===== src/rtl/panel_pkg.sv =====
// panel_pkg: shared widths, blank column pattern and FSM state type for the scrolling panel
package panel_pkg;
    localparam int CHAR_W = 9;
    localparam int ROW_W = 7;
    localparam int COLS_PER_CHAR = 6;
    localparam logic [ROW_W-1:0] BLANK_COL = 7'h7F;
    typedef enum logic [1:0] {IDLE, LOAD, RUN} state_t;
endpackage


===== src/rtl/panel_scroller_if.sv =====
// panel_scroller_if: message character stream into the scroller
//   msg_valid - character present on msg_char
//   msg_ready - receiver accepts a character this cycle
//   msg_char  - character code
//   msg_last  - final character of the message, qualified by msg_valid
interface panel_scroller_if;
    import panel_pkg::*;
    logic              msg_valid;
    logic              msg_ready;
    logic              msg_last;
    logic [CHAR_W-1:0] msg_char;
    modport master (output msg_valid, msg_char, msg_last, input msg_ready);
    modport slave  (input msg_valid, msg_char, msg_last, output msg_ready);
endinterface


===== src/rtl/panel_scan_timer.sv =====
// panel_scan_timer: column-scan and scroll-step prescaler
//   clk, rst_n    - clock, asynchronous active-low reset
//   i_clr         - synchronous clear of both prescalers; also suppresses ticks
//   o_scan_tick   - high in the last cycle of each SCAN_DIV-cycle column slot
//   o_scroll_tick - high on the scan tick that completes FRAME_TICKS slots
module panel_scan_timer #(
    parameter int SCAN_DIV    = 1000,
    parameter int FRAME_TICKS = 400
) (
    input  logic clk,
    input  logic rst_n,
    input  logic i_clr,
    output logic o_scan_tick,
    output logic o_scroll_tick
);
    localparam int DW = SCAN_DIV > 1 ? $clog2(SCAN_DIV) : 1;
    localparam int FW = FRAME_TICKS > 1 ? $clog2(FRAME_TICKS) : 1;
    logic [DW-1:0] r_div;
    logic [FW-1:0] r_frm;
    assign o_scan_tick   = !i_clr && r_div == DW'(SCAN_DIV - 1);
    assign o_scroll_tick = o_scan_tick && r_frm == FW'(FRAME_TICKS - 1);
    always_ff @(posedge clk or negedge rst_n) begin
        if (!rst_n) begin
            r_div <= '0;
            r_frm <= '0;
        end else if (i_clr) begin
            r_div <= '0;
            r_frm <= '0;
        end else begin
            r_div <= o_scan_tick ? '0 : r_div + DW'(1);
            if (o_scan_tick)
                r_frm <= o_scroll_tick ? '0 : r_frm + FW'(1);
        end
    end
endmodule


===== src/rtl/panel_scroller.sv =====
// panel_scroller: stores a message, feeds codes to the decoder, scrolls columns into a frame buffer and scans it onto the panel
//   clk, rst_n        - clock, asynchronous active-low reset
//   bus               - message stream (slave side)
//   o_char_code       - code presented to the decoder (registered)
//   i_dec_col_0..5    - decoder column patterns for o_char_code, active low
//   o_row_n           - active-low row drive for the selected column
//   o_col_sel         - one-hot active-high column select
module panel_scroller
    import panel_pkg::*;
#(
    parameter int NUM_COLS   = 8,
    parameter int MAX_LEN    = 16,
    parameter int SCAN_DIV   = 1000,
    parameter int SCROLL_DIV = 50
) (
    input  logic                clk,
    input  logic                rst_n,
    panel_scroller_if.slave     bus,
    output logic [CHAR_W-1:0]   o_char_code,
    input  logic [ROW_W-1:0]    i_dec_col_0,
    input  logic [ROW_W-1:0]    i_dec_col_1,
    input  logic [ROW_W-1:0]    i_dec_col_2,
    input  logic [ROW_W-1:0]    i_dec_col_3,
    input  logic [ROW_W-1:0]    i_dec_col_4,
    input  logic [ROW_W-1:0]    i_dec_col_5,
    output logic [ROW_W-1:0]    o_row_n,
    output logic [NUM_COLS-1:0] o_col_sel
);
    localparam int CW = $clog2(NUM_COLS);
    localparam int IW = MAX_LEN > 1 ? $clog2(MAX_LEN) : 1;
    localparam int LW = $clog2(MAX_LEN + 1);
    localparam int KW = $clog2(COLS_PER_CHAR);
    state_t              r_state, w_state_nx;
    logic [LW-1:0]       r_len;
    logic [IW-1:0]       r_char_idx;
    logic [KW-1:0]       r_col_idx;
    logic [CW-1:0]       r_col_ptr, w_col_ptr_nx;
    logic [ROW_W-1:0]    r_fb [NUM_COLS];
    logic [ROW_W-1:0]    w_fb_nx [NUM_COLS];
    logic [CHAR_W-1:0]   r_mem [MAX_LEN];
    logic [ROW_W-1:0]    w_dec [COLS_PER_CHAR];
    logic [CHAR_W-1:0]   r_char_code;
    logic [ROW_W-1:0]    r_row_n;
    logic [NUM_COLS-1:0] r_col_sel;
    logic                w_xfer, w_first, w_run_entry, w_clr, w_we;
    logic                w_scan_tick, w_step, w_col_wrap;
    logic [IW-1:0]       w_wr_idx;
    assign w_dec          = '{i_dec_col_0, i_dec_col_1, i_dec_col_2, i_dec_col_3, i_dec_col_4, i_dec_col_5};
    assign bus.msg_ready  = 1'b1;
    assign w_xfer         = bus.msg_valid && bus.msg_ready;
    // Any transfer outside LOAD starts a fresh message
    assign w_first        = w_xfer && r_state != LOAD;
    assign w_run_entry    = w_xfer && bus.msg_last;
    // Prescalers idle outside RUN and restart on every RUN entry; a clear also masks
    // the ticks, so a transfer always wins over a coincident scroll step
    assign w_clr          = w_state_nx != RUN || w_run_entry;
    assign w_col_wrap     = r_col_idx == KW'(COLS_PER_CHAR - 1);
    assign w_we           = w_first || (w_xfer && r_len != LW'(MAX_LEN));
    assign w_wr_idx       = w_first ? '0 : IW'(r_len);
    assign w_col_ptr_nx   = w_clr ? '0 : !w_scan_tick ? r_col_ptr :
                            r_col_ptr == CW'(NUM_COLS - 1) ? '0 : r_col_ptr + CW'(1);
    assign o_char_code    = r_char_code;
    assign o_row_n        = r_row_n;
    assign o_col_sel      = r_col_sel;
    panel_scan_timer #(
        .SCAN_DIV    (SCAN_DIV),
        .FRAME_TICKS (NUM_COLS * SCROLL_DIV)
    ) u_timer (
        .clk           (clk),
        .rst_n         (rst_n),
        .i_clr         (w_clr),
        .o_scan_tick   (w_scan_tick),
        .o_scroll_tick (w_step)
    );
    always_comb begin
        w_state_nx = r_state;
        if (w_xfer)
            w_state_nx = bus.msg_last ? RUN : LOAD;
    end
    always_comb begin
        for (int i = 0; i < NUM_COLS; i++)
            w_fb_nx[i] = w_first ? BLANK_COL : r_fb[i];
        if (w_step) begin
            for (int i = 0; i < NUM_COLS - 1; i++)
                w_fb_nx[i] = r_fb[i + 1];
            w_fb_nx[NUM_COLS-1] = w_dec[r_col_idx];
        end
    end
    always_ff @(posedge clk or negedge rst_n) begin
        if (!rst_n) begin
            r_state     <= IDLE;
            r_len       <= '0;
            r_char_idx  <= '0;
            r_col_idx   <= '0;
            r_col_ptr   <= '0;
            r_char_code <= '0;
            r_row_n     <= BLANK_COL;
            r_col_sel   <= '0;
            for (int i = 0; i < NUM_COLS; i++)
                r_fb[i] <= BLANK_COL;
        end else begin
            r_state     <= w_state_nx;
            r_col_ptr   <= w_col_ptr_nx;
            r_char_code <= r_state == IDLE ? '0 : r_mem[r_char_idx];
            // Panel outputs are built from next-state values so select and rows
            // always describe the same column and follow state changes on the same edge
            r_row_n     <= w_state_nx == RUN ? w_fb_nx[w_col_ptr_nx] : BLANK_COL;
            r_col_sel   <= w_state_nx == RUN ? NUM_COLS'(1) << w_col_ptr_nx : '0;
            for (int i = 0; i < NUM_COLS; i++)
                r_fb[i] <= w_fb_nx[i];
            if (w_first)
                r_len <= LW'(1);
            else if (w_we)
                r_len <= r_len + LW'(1);
            if (w_first || w_run_entry) begin
                r_char_idx <= '0;
                r_col_idx  <= '0;
            end else if (w_step) begin
                r_col_idx <= w_col_wrap ? '0 : r_col_idx + KW'(1);
                if (w_col_wrap)
                    r_char_idx <= LW'(r_char_idx) == r_len - LW'(1) ? '0 : r_char_idx + IW'(1);
            end
        end
    end
    always_ff @(posedge clk) begin
        if (w_we)
            r_mem[w_wr_idx] <= bus.msg_char;
    end
endmodule


===== src/flat_wrapper.sv =====
// flat-port wrapper written by rule: the top's interface ports become plain ports
module panel_scroller_flat import panel_pkg::*;
#(
    parameter int NUM_COLS   = 8,
    parameter int MAX_LEN    = 16,
    parameter int SCAN_DIV   = 1000,
    parameter int SCROLL_DIV = 50
)
  (clk, rst_n, o_char_code, i_dec_col_0, i_dec_col_1, i_dec_col_2, i_dec_col_3, i_dec_col_4, i_dec_col_5, o_row_n, o_col_sel, bus_msg_valid, bus_msg_char, bus_msg_last, bus_msg_ready);
  panel_scroller_if bus_i ();
  input  logic clk;
  input  logic rst_n;
  output logic [CHAR_W-1:0] o_char_code;
  input  logic [ROW_W-1:0] i_dec_col_0;
  input  logic [ROW_W-1:0] i_dec_col_1;
  input  logic [ROW_W-1:0] i_dec_col_2;
  input  logic [ROW_W-1:0] i_dec_col_3;
  input  logic [ROW_W-1:0] i_dec_col_4;
  input  logic [ROW_W-1:0] i_dec_col_5;
  output logic [ROW_W-1:0] o_row_n;
  output logic [NUM_COLS-1:0] o_col_sel;
  input wire logic [$bits(bus_i.msg_valid)-1:0] bus_msg_valid;
  input wire logic [$bits(bus_i.msg_char)-1:0] bus_msg_char;
  input wire logic [$bits(bus_i.msg_last)-1:0] bus_msg_last;
  output wire logic [$bits(bus_i.msg_ready)-1:0] bus_msg_ready;
  assign bus_i.msg_valid = bus_msg_valid;
  assign bus_i.msg_char = bus_msg_char;
  assign bus_i.msg_last = bus_msg_last;
  assign bus_msg_ready = bus_i.msg_ready;
  panel_scroller #(.NUM_COLS(NUM_COLS), .MAX_LEN(MAX_LEN), .SCAN_DIV(SCAN_DIV), .SCROLL_DIV(SCROLL_DIV)) u_core (.clk(clk), .rst_n(rst_n), .bus(bus_i), .o_char_code(o_char_code), .i_dec_col_0(i_dec_col_0), .i_dec_col_1(i_dec_col_1), .i_dec_col_2(i_dec_col_2), .i_dec_col_3(i_dec_col_3), .i_dec_col_4(i_dec_col_4), .i_dec_col_5(i_dec_col_5), .o_row_n(o_row_n), .o_col_sel(o_col_sel));
endmodule

===== config.mk =====
export PLATFORM = sky130hd
export DESIGN_NAME = panel_scroller_flat
export DESIGN_NICKNAME = d
export VERILOG_FILES = /design/src/rtl/panel_pkg.sv /design/src/rtl/panel_scroller_if.sv /design/src/rtl/panel_scan_timer.sv /design/src/rtl/panel_scroller.sv /design/src/flat_wrapper.sv
export SDC_FILE = /design/constraint.sdc
export NUM_CORES = 1
export LEC_CHECK = 0
export ABC_AREA = 1
export BUFFER_PORTS_ARGS = -buffer_cell sky130_fd_sc_hd__clkbuf_2
export CORE_MARGIN = 3
export CORE_UTILIZATION = 40
export CTS_CLUSTER_DIAMETER = 50
export DETAILED_ROUTE_END_ITERATION = 8
export GPL_TIMING_DRIVEN = 0
export PLACE_DENSITY_LB_ADDON = 0.15
export SYNTH_ARGS = -nofsm -noshare
export SYNTH_HDL_FRONTEND = slang
export SYNTH_SLANG_ARGS = --single-unit

===== constraint.sdc =====
create_clock -name clk -period 5.3 [get_ports clk]
set_input_delay 0.265 -clock clk [delete_from_list [all_inputs] [get_ports clk]]
set_output_delay 0.265 -clock clk [all_outputs]
set_load 0.01 [all_outputs]

=== Yosys cells after proc, flatten, opt, wreduce, memory -nomap -nowiden ===
Memory sizes are Yosys's and may differ from the RTL's.
Cells that the tools add are included.

* Memories: 1
* Register bits after elaboration: 116
* Memory bits (writable): 144
* Output and inout port bits: 25
* Logic and storage cells: 95

* Shift-type cells: 1
* Order comparisons: 2
* Bitwise logic cells: 2
* $add $sub $neg: 7
* Reduce and logical (&&, ||, !) cells: 15
* Equal/unequal tests: 9
* Multiplexer cells: 40

{| class="wikitable"
|+ Memories
! memory !! words !! bits a word !! rd ports !! clocked after memory_dff !! wr ports !! line !! text
|-
| u_core.r_mem || 16 || 9 || 1 || 0 || 1 || panel_scroller.sv:40 || <nowiki>logic [CHAR_W-1:0] r_mem [MAX_LEN];</nowiki>
|}

{| class="wikitable"
|+ Operators with widths
! operator !! count
|-
| two-way mux 7 bit || 13
|-
| two-way mux 56 bit || 1
|-
| binary-select mux 7 bit (select 3 bit) || 2
|-
| two-way mux 9 bit || 4
|-
| two-way mux 10 bit || 2
|-
| two-way mux 4 bit || 5
|-
| two-way mux 3 bit || 6
|-
| adder 10 x 1 -> 10 bit, second input constant || 1
|-
| equality test 10 bit, second input constant || 1
|-
| two-way mux 5 bit || 2
|-
| adder 9 x 1 -> 9 bit, second input constant || 1
|-
| equality test 9 bit, second input constant || 1
|-
| >= comparator 4 bit, second input constant || 2
|-
| two-way mux 8 bit || 1
|-
| inverter 3 -> 4 bit || 2
|-
| nonzero test 2 bit || 4
|-
| << shifter 1 x 3 -> 8 bit, first input constant || 1
|-
| adder 3 x 1 -> 3 bit, second input constant || 2
|-
| equality test 3 bit, second input constant || 2
|-
| adder 5 x 1 -> 5 bit, second input constant || 1
|-
| equality test 4 x 5 -> 1 bit || 1
|-
| logical AND 1 bit || 5
|-
| != test 5 bit, second input constant || 1
|-
| subtractor 5 x 1 -> 5 bit, second input constant || 1
|-
| other kinds (10) || 14
|}

=== Depth between registers and ports, before layout ===
* Depth in word-level cells: 13
* Mapped depth: 14

=== Hierarchy ===
From an unflattened synthesis, not the netlist that was laid out.

* Cells, all modules: 1,311
* Area, all modules: 12,062.8 um^2

{| class="wikitable"
|+ Modules (own cells, without submodules)
! module !! area each (um^2) !! sequential area each (um^2) !! cells an instance !! instances
|-
| panel_scroller || 10,923.0 || 6,830.3 || 1,159 || 1
|-
| panel_scan_timer || 1,139.8 || 475.5 || 152 || 1
|}

=== Least setup slack after synthesis ===
Ideal clock, no wire load.

* Path kind: reg-to-reg
* From: register u_core.r_state[0]
* To: memory u_core.r_mem[12][0] (enable)
* Setup slack: 2.883 ns
* Setup time: 0.387 ns
* Arrival time: 2.031 ns
* Stages on the path, launching flop included: 8
* Buffers on the path: 1
* Data required time: 4.913 ns
* Clock period less this slack: 2.417 ns
* Cell sequence: dfrtp_1 -> nand2_1 -> nand2_2 -> inv_2 -> clkbuf_1 -> nor2_1 -> or2_2 -> nor3_1

* Longest elaborated chain between the ends: 5

{| class="wikitable"
|+ Ends and longest elaborated chain
! item !! line !! text
|-
| from (decl) || panel_scroller.sv:33 || <nowiki>state_t r_state, w_state_nx;</nowiki>
|-
| from (signal assigned) || panel_scroller.sv:102 || <nowiki>r_state <= w_state_nx;</nowiki>
|-
| != test 2 x 1 -> 1 bit (*) || panel_scroller.sv:52 || <nowiki>assign w_first = w_xfer && r_state != LOAD;</nowiki>
|-
| logical AND 1 bit (*) || panel_scroller.sv:52 ||
|-
| logical OR 1 bit || panel_scroller.sv:58 || <nowiki>assign w_we = w_first || (w_xfer && r_len != LW'(MAX_LEN));</nowiki>
|-
| two-way mux 1 bit || panel_scroller.sv:126 || <nowiki>if (w_we)</nowiki>
|-
| two-way mux 1 bit (not written as such) || panel_scroller.sv:127 || <nowiki>r_mem[w_wr_idx] <= bus.msg_char;</nowiki>
|-
| to (decl) || panel_scroller.sv:40 ||
|}

Mark *: on every way between the ends. The rest lies on a longest branch, timed or not.

=== Worst setup path in the final report ===
* From: register u_core.r_state[0]
* To: memory u_core.r_mem[4][3] (enable)

The elaborated chain is that of the path after synthesis.

==> metrics.md <==
| Metric | Value |
|---|---|
| RSZ-0062 raised after global routing | `no` |
| GRT overflow | `0` |
| Critical Path End Type | `flip-flop` |
| Yosys reg bits | `260` |
| Placed cell area | `12800 um2` |
| Die area | `31800 um2` |
| Fmax achieved | `0.332 GHz` |
| HP Class | `in2reg` |
| Worst-case clock skew | `0.0351 ns` |
| Slowest-stage cell, CP | `nor2_1` |
| Max stage delay on crit path | `0.81 ns` |
| Slew margin rel. | `0.226` |
| Port buffer count | `77` |
| Vias/cell | `5.27` |
| Number of routed nets with antenna violations | `0` |
| Status | `finished, final reports clean` |
| Cell Rows | `62` |
| Reg clk slew, reported paths | `0.05 ns` |
| First-pass GRT wire length | `51.7 mm` |
| Layout Area Growth over Synthesis | `16.8%` |
| Register area | `7310 um2` |
| Fill cell count | `2720` |
| Share of post-route cells with drive strength above 1 | `0.172` |
| Worst Min Path Start | `bus_msg_valid` |
| Final HPWL DP | `21.8 mm` |
| Worst r2r dst | `u_core.r_mem[4][3]` |
| Final Wtd Congestion | `0.838` |
| Vias | `9240` |
| Die Y | `178 um` |
| Die Wd | `178 um` |
| Worst Reg-to-Reg Cells | `7` |
| Min-Delay Path Depth | `2` |
| Multi-input logic area | `3910 um2` |
| Core box area | `28900 um2` |
| Hold Vio Cnt, Final | `0` |
| Syn_nets | `1288` |
| CP Launch Type | `flip-flop` |
| Max-slew violation count | `0` |
| Largest net degree at the start of global routing | `108` |
| Hold endpoint | `u_core.r_state[1]` |
| Peak VDD IR | `0.204 mV` |
| Final setup violation count | `0` |
| Largest delay share family, worst path | `simple AND/OR/NAND/NOR gates` |
| RR Startpoint | `u_core.r_state[0]` |
| N_diodes | `0` |
| DRT Pass-1 Iters | `5` |
| Nets | `1404` |
| Sequential area share after synthesis | `0.616` |
| Clock Path Buffers | `3` |
| Synthesized instance count | `1226` |
| Post-Layout Inst Area | `13900 um2` |
| Internal reg-to-reg setup slack | `2.28 ns` |
| Clock sinks | `260` |
| Total of max-cap violations | `0` |
| Min Tclk post-route | `3.02 ns` |
| Worst path cell trace | `nand2_1, nand2_2, inv_2, clkbuf_1, nor2_1, or2_2, nor2_1` |
| Yosys warnings | `0` |
| H-tree Lvls | `2` |
| Post-synthesis cell type count | `42` |
| CTS tree | `done` |
| Total GRT Usage | `0.212` |
| Post_cts resized | `0` |
| CP arrival | `3.13 ns` |
| Crit path buf inv count | `2` |
| CTS Buf Count | `34` |
| Crit path kind | `reg2reg` |
| Boundary Pins | `80` |
| Setup TNS | `0 ns` |
| Most used cell along the critical path | `nor2_1` |
| Final period util | `0.569` |
| Worst Max-Slew Pin Slew | `1.16 ns` |
| Starting Density | `0.410` |
| Critical Path RT | `5.42 ns` |
| Initial DRC Count | `620` |
| Power per cell area | `364 nW/um2` |
| DRC viols | `0` |
| Post-Syn Area | `11900 um2` |
| Cell chosen for the clock root | `clkbuf_16` |
| Initial antenna violation count | `0` |
| Leak Pwr | `5.58 nW` |
| Syn_area_per_cell | `9.68 um2` |
| Maximum fanout along the worst path | `10` |
| Total Wirelength | `33.4 mm` |
| Worst-Skew Late Latency | `0.52 ns` |
| Number of global-route vias before repair | `9216` |
| DR WL/cell | `19.1 um` |
-- how the worst max path moves through the flow --
stage	start	to	slack [ns]	depth (start not counted)
final	u_core.r_state[0]	u_core.r_mem[4][3]	2.28	7
after global routing	u_core.r_state[1]	u_core.r_mem[7][8]	2.10	8
after CTS	u_core.r_state[0]	u_core.r_mem[4][3]	2.29	7
after detailed placement	u_core.r_state[0]	u_core.r_mem[4][8]	2.28	7
after global placement	u_core.r_state[0]	u_core.r_mem[12][7]	1.76	7
after floorplan	u_core.r_state[0]	u_core.r_mem[12][0]	2.88	7
-- Yosys cell counts, drive strengths merged --
| cell | instances | area, um2 |
|---|---|---|
| nor2 | 235 | 900 |
| nand2 | 211 | 817 |
| edfxtp | 144 | 4320 |
| o21ai | 115 | 579 |
| inv | 104 | 390 |
| nand3 | 71 | 360 |
| dfstp | 63 | 1660 |
| dfrtp | 53 | 1330 |
| clkbuf | 38 | 143 |
| nand3b | 24 | 180 |
| a21oi | 22 | 110 |
| o221ai | 22 | 193 |
| buf | 20 | 119 |
| o211ai | 19 | 143 |
| o22ai | 17 | 106 |
| nor3 | 12 | 76.3 |
| nand4 | 11 | 68.8 |
| and2 | 9 | 56.3 |
| ha | 7 | 87.6 |
| o21a | 6 | 45.0 |
| xnor2 | 5 | 43.8 |
| xor2 | 4 | 35.0 |
| o32ai | 3 | 26.3 |
| or2 | 3 | 18.8 |
| nor4 | 2 | 12.5 |
| o31ai | 2 | 15.0 |
| a2111oi | 1 | 8.76 |
| a2bb2oi | 1 | 8.76 |
| a32o | 1 | 10.0 |
| conb | 1 | 3.75 |
-- flip-flops by register name, summed over array words and instances (netlist names), 4 cells and up --
register and count:
u_core.r_char_idx 4, u_core.r_fb 56, u_core.r_mem 144, u_core.u_timer.r_frm 9
u_core.r_len 5, u_core.o_col_sel 8, u_core.u_timer.r_div 10, u_core.o_row_n 7
u_core.o_char_code 9
-- where the power goes --
| group | leakage, nW | internal (W) | switching (W) |
|---|---|---|---|
| Clock | 0.523 | 0.00130 | 0.000875 |
| Sequential | 2.68 | 0.00222 | 0.0000234 |
| Combinational | 2.38 | 0.000168 | 0.000459 |
-- final cells by class --
type,count,area share
Sequential cell,260,0.527
Multi-Input combinational cell,804,0.282
Clock buffer,43,0.0639
Tap cell,384,0.0347
Timing Repair Buffer,80,0.0320
Inverter,104,0.0282
Buffer,58,0.0189
Clock inverter,19,0.0126
-- cells in the final DEF (no fill, tap or decap), types with 34 or more instances in the layout --
cell type and instances:
clkbuf_1 47, dfstp_2 63, inv_1 99, clkbuf_16 34, clkbuf_2 76, nand3_1 70
edfxtp_1 144, o21ai_0 114, nand2_1 203, dfrtp_1 53, nor2_1 232
-- stage by stage --
stage | power [W] | util | std cells | hold WS, ns | setup slack (ns)
floorplan | 0.00262 | - | 1226 | -0.0306 | 2.88
global placement | 0.00290 | 0.440 | 1687 | 0.471 | 1.76
detailed placement | 0.00291 | 0.442 | 1689 | 0.129 | 2.28
CTS | 0.00508 | 0.479 | 1752 | 0.0433 | 2.29
global route | 0.00524 | 0.479 | 1752 | 0.0798 | 2.10
finish | 0.00504 | 0.479 | 1752 | 0.0550 | 2.28
-- cells by family after synthesis --
family,count (synthesis),share of synthesized area
compound gates,209,0.105
fa+ha+maj,7,0.00738
other cells,1,0.000316
buf+inv,162,0.0550
simple gates,578,0.210
xor+xnor,9,0.00664
flops,260,0.616
-- metal layers --
metal,up-vias,part of all wire,GRT usage
met5,-,0,0
met4,0,0.035,0.0821
met3,69,0.048,0.0336
met2,257,0.48,0.356
met1,4509,0.44,0.277
li1,4405,-,-
-- timing repair --
action,4_1_cts,5_1_grt
hold buffers,1,0
endpoints found under the hold margin,31,0
buffers inserted,0,0
(Power assumes the default switching activity.)
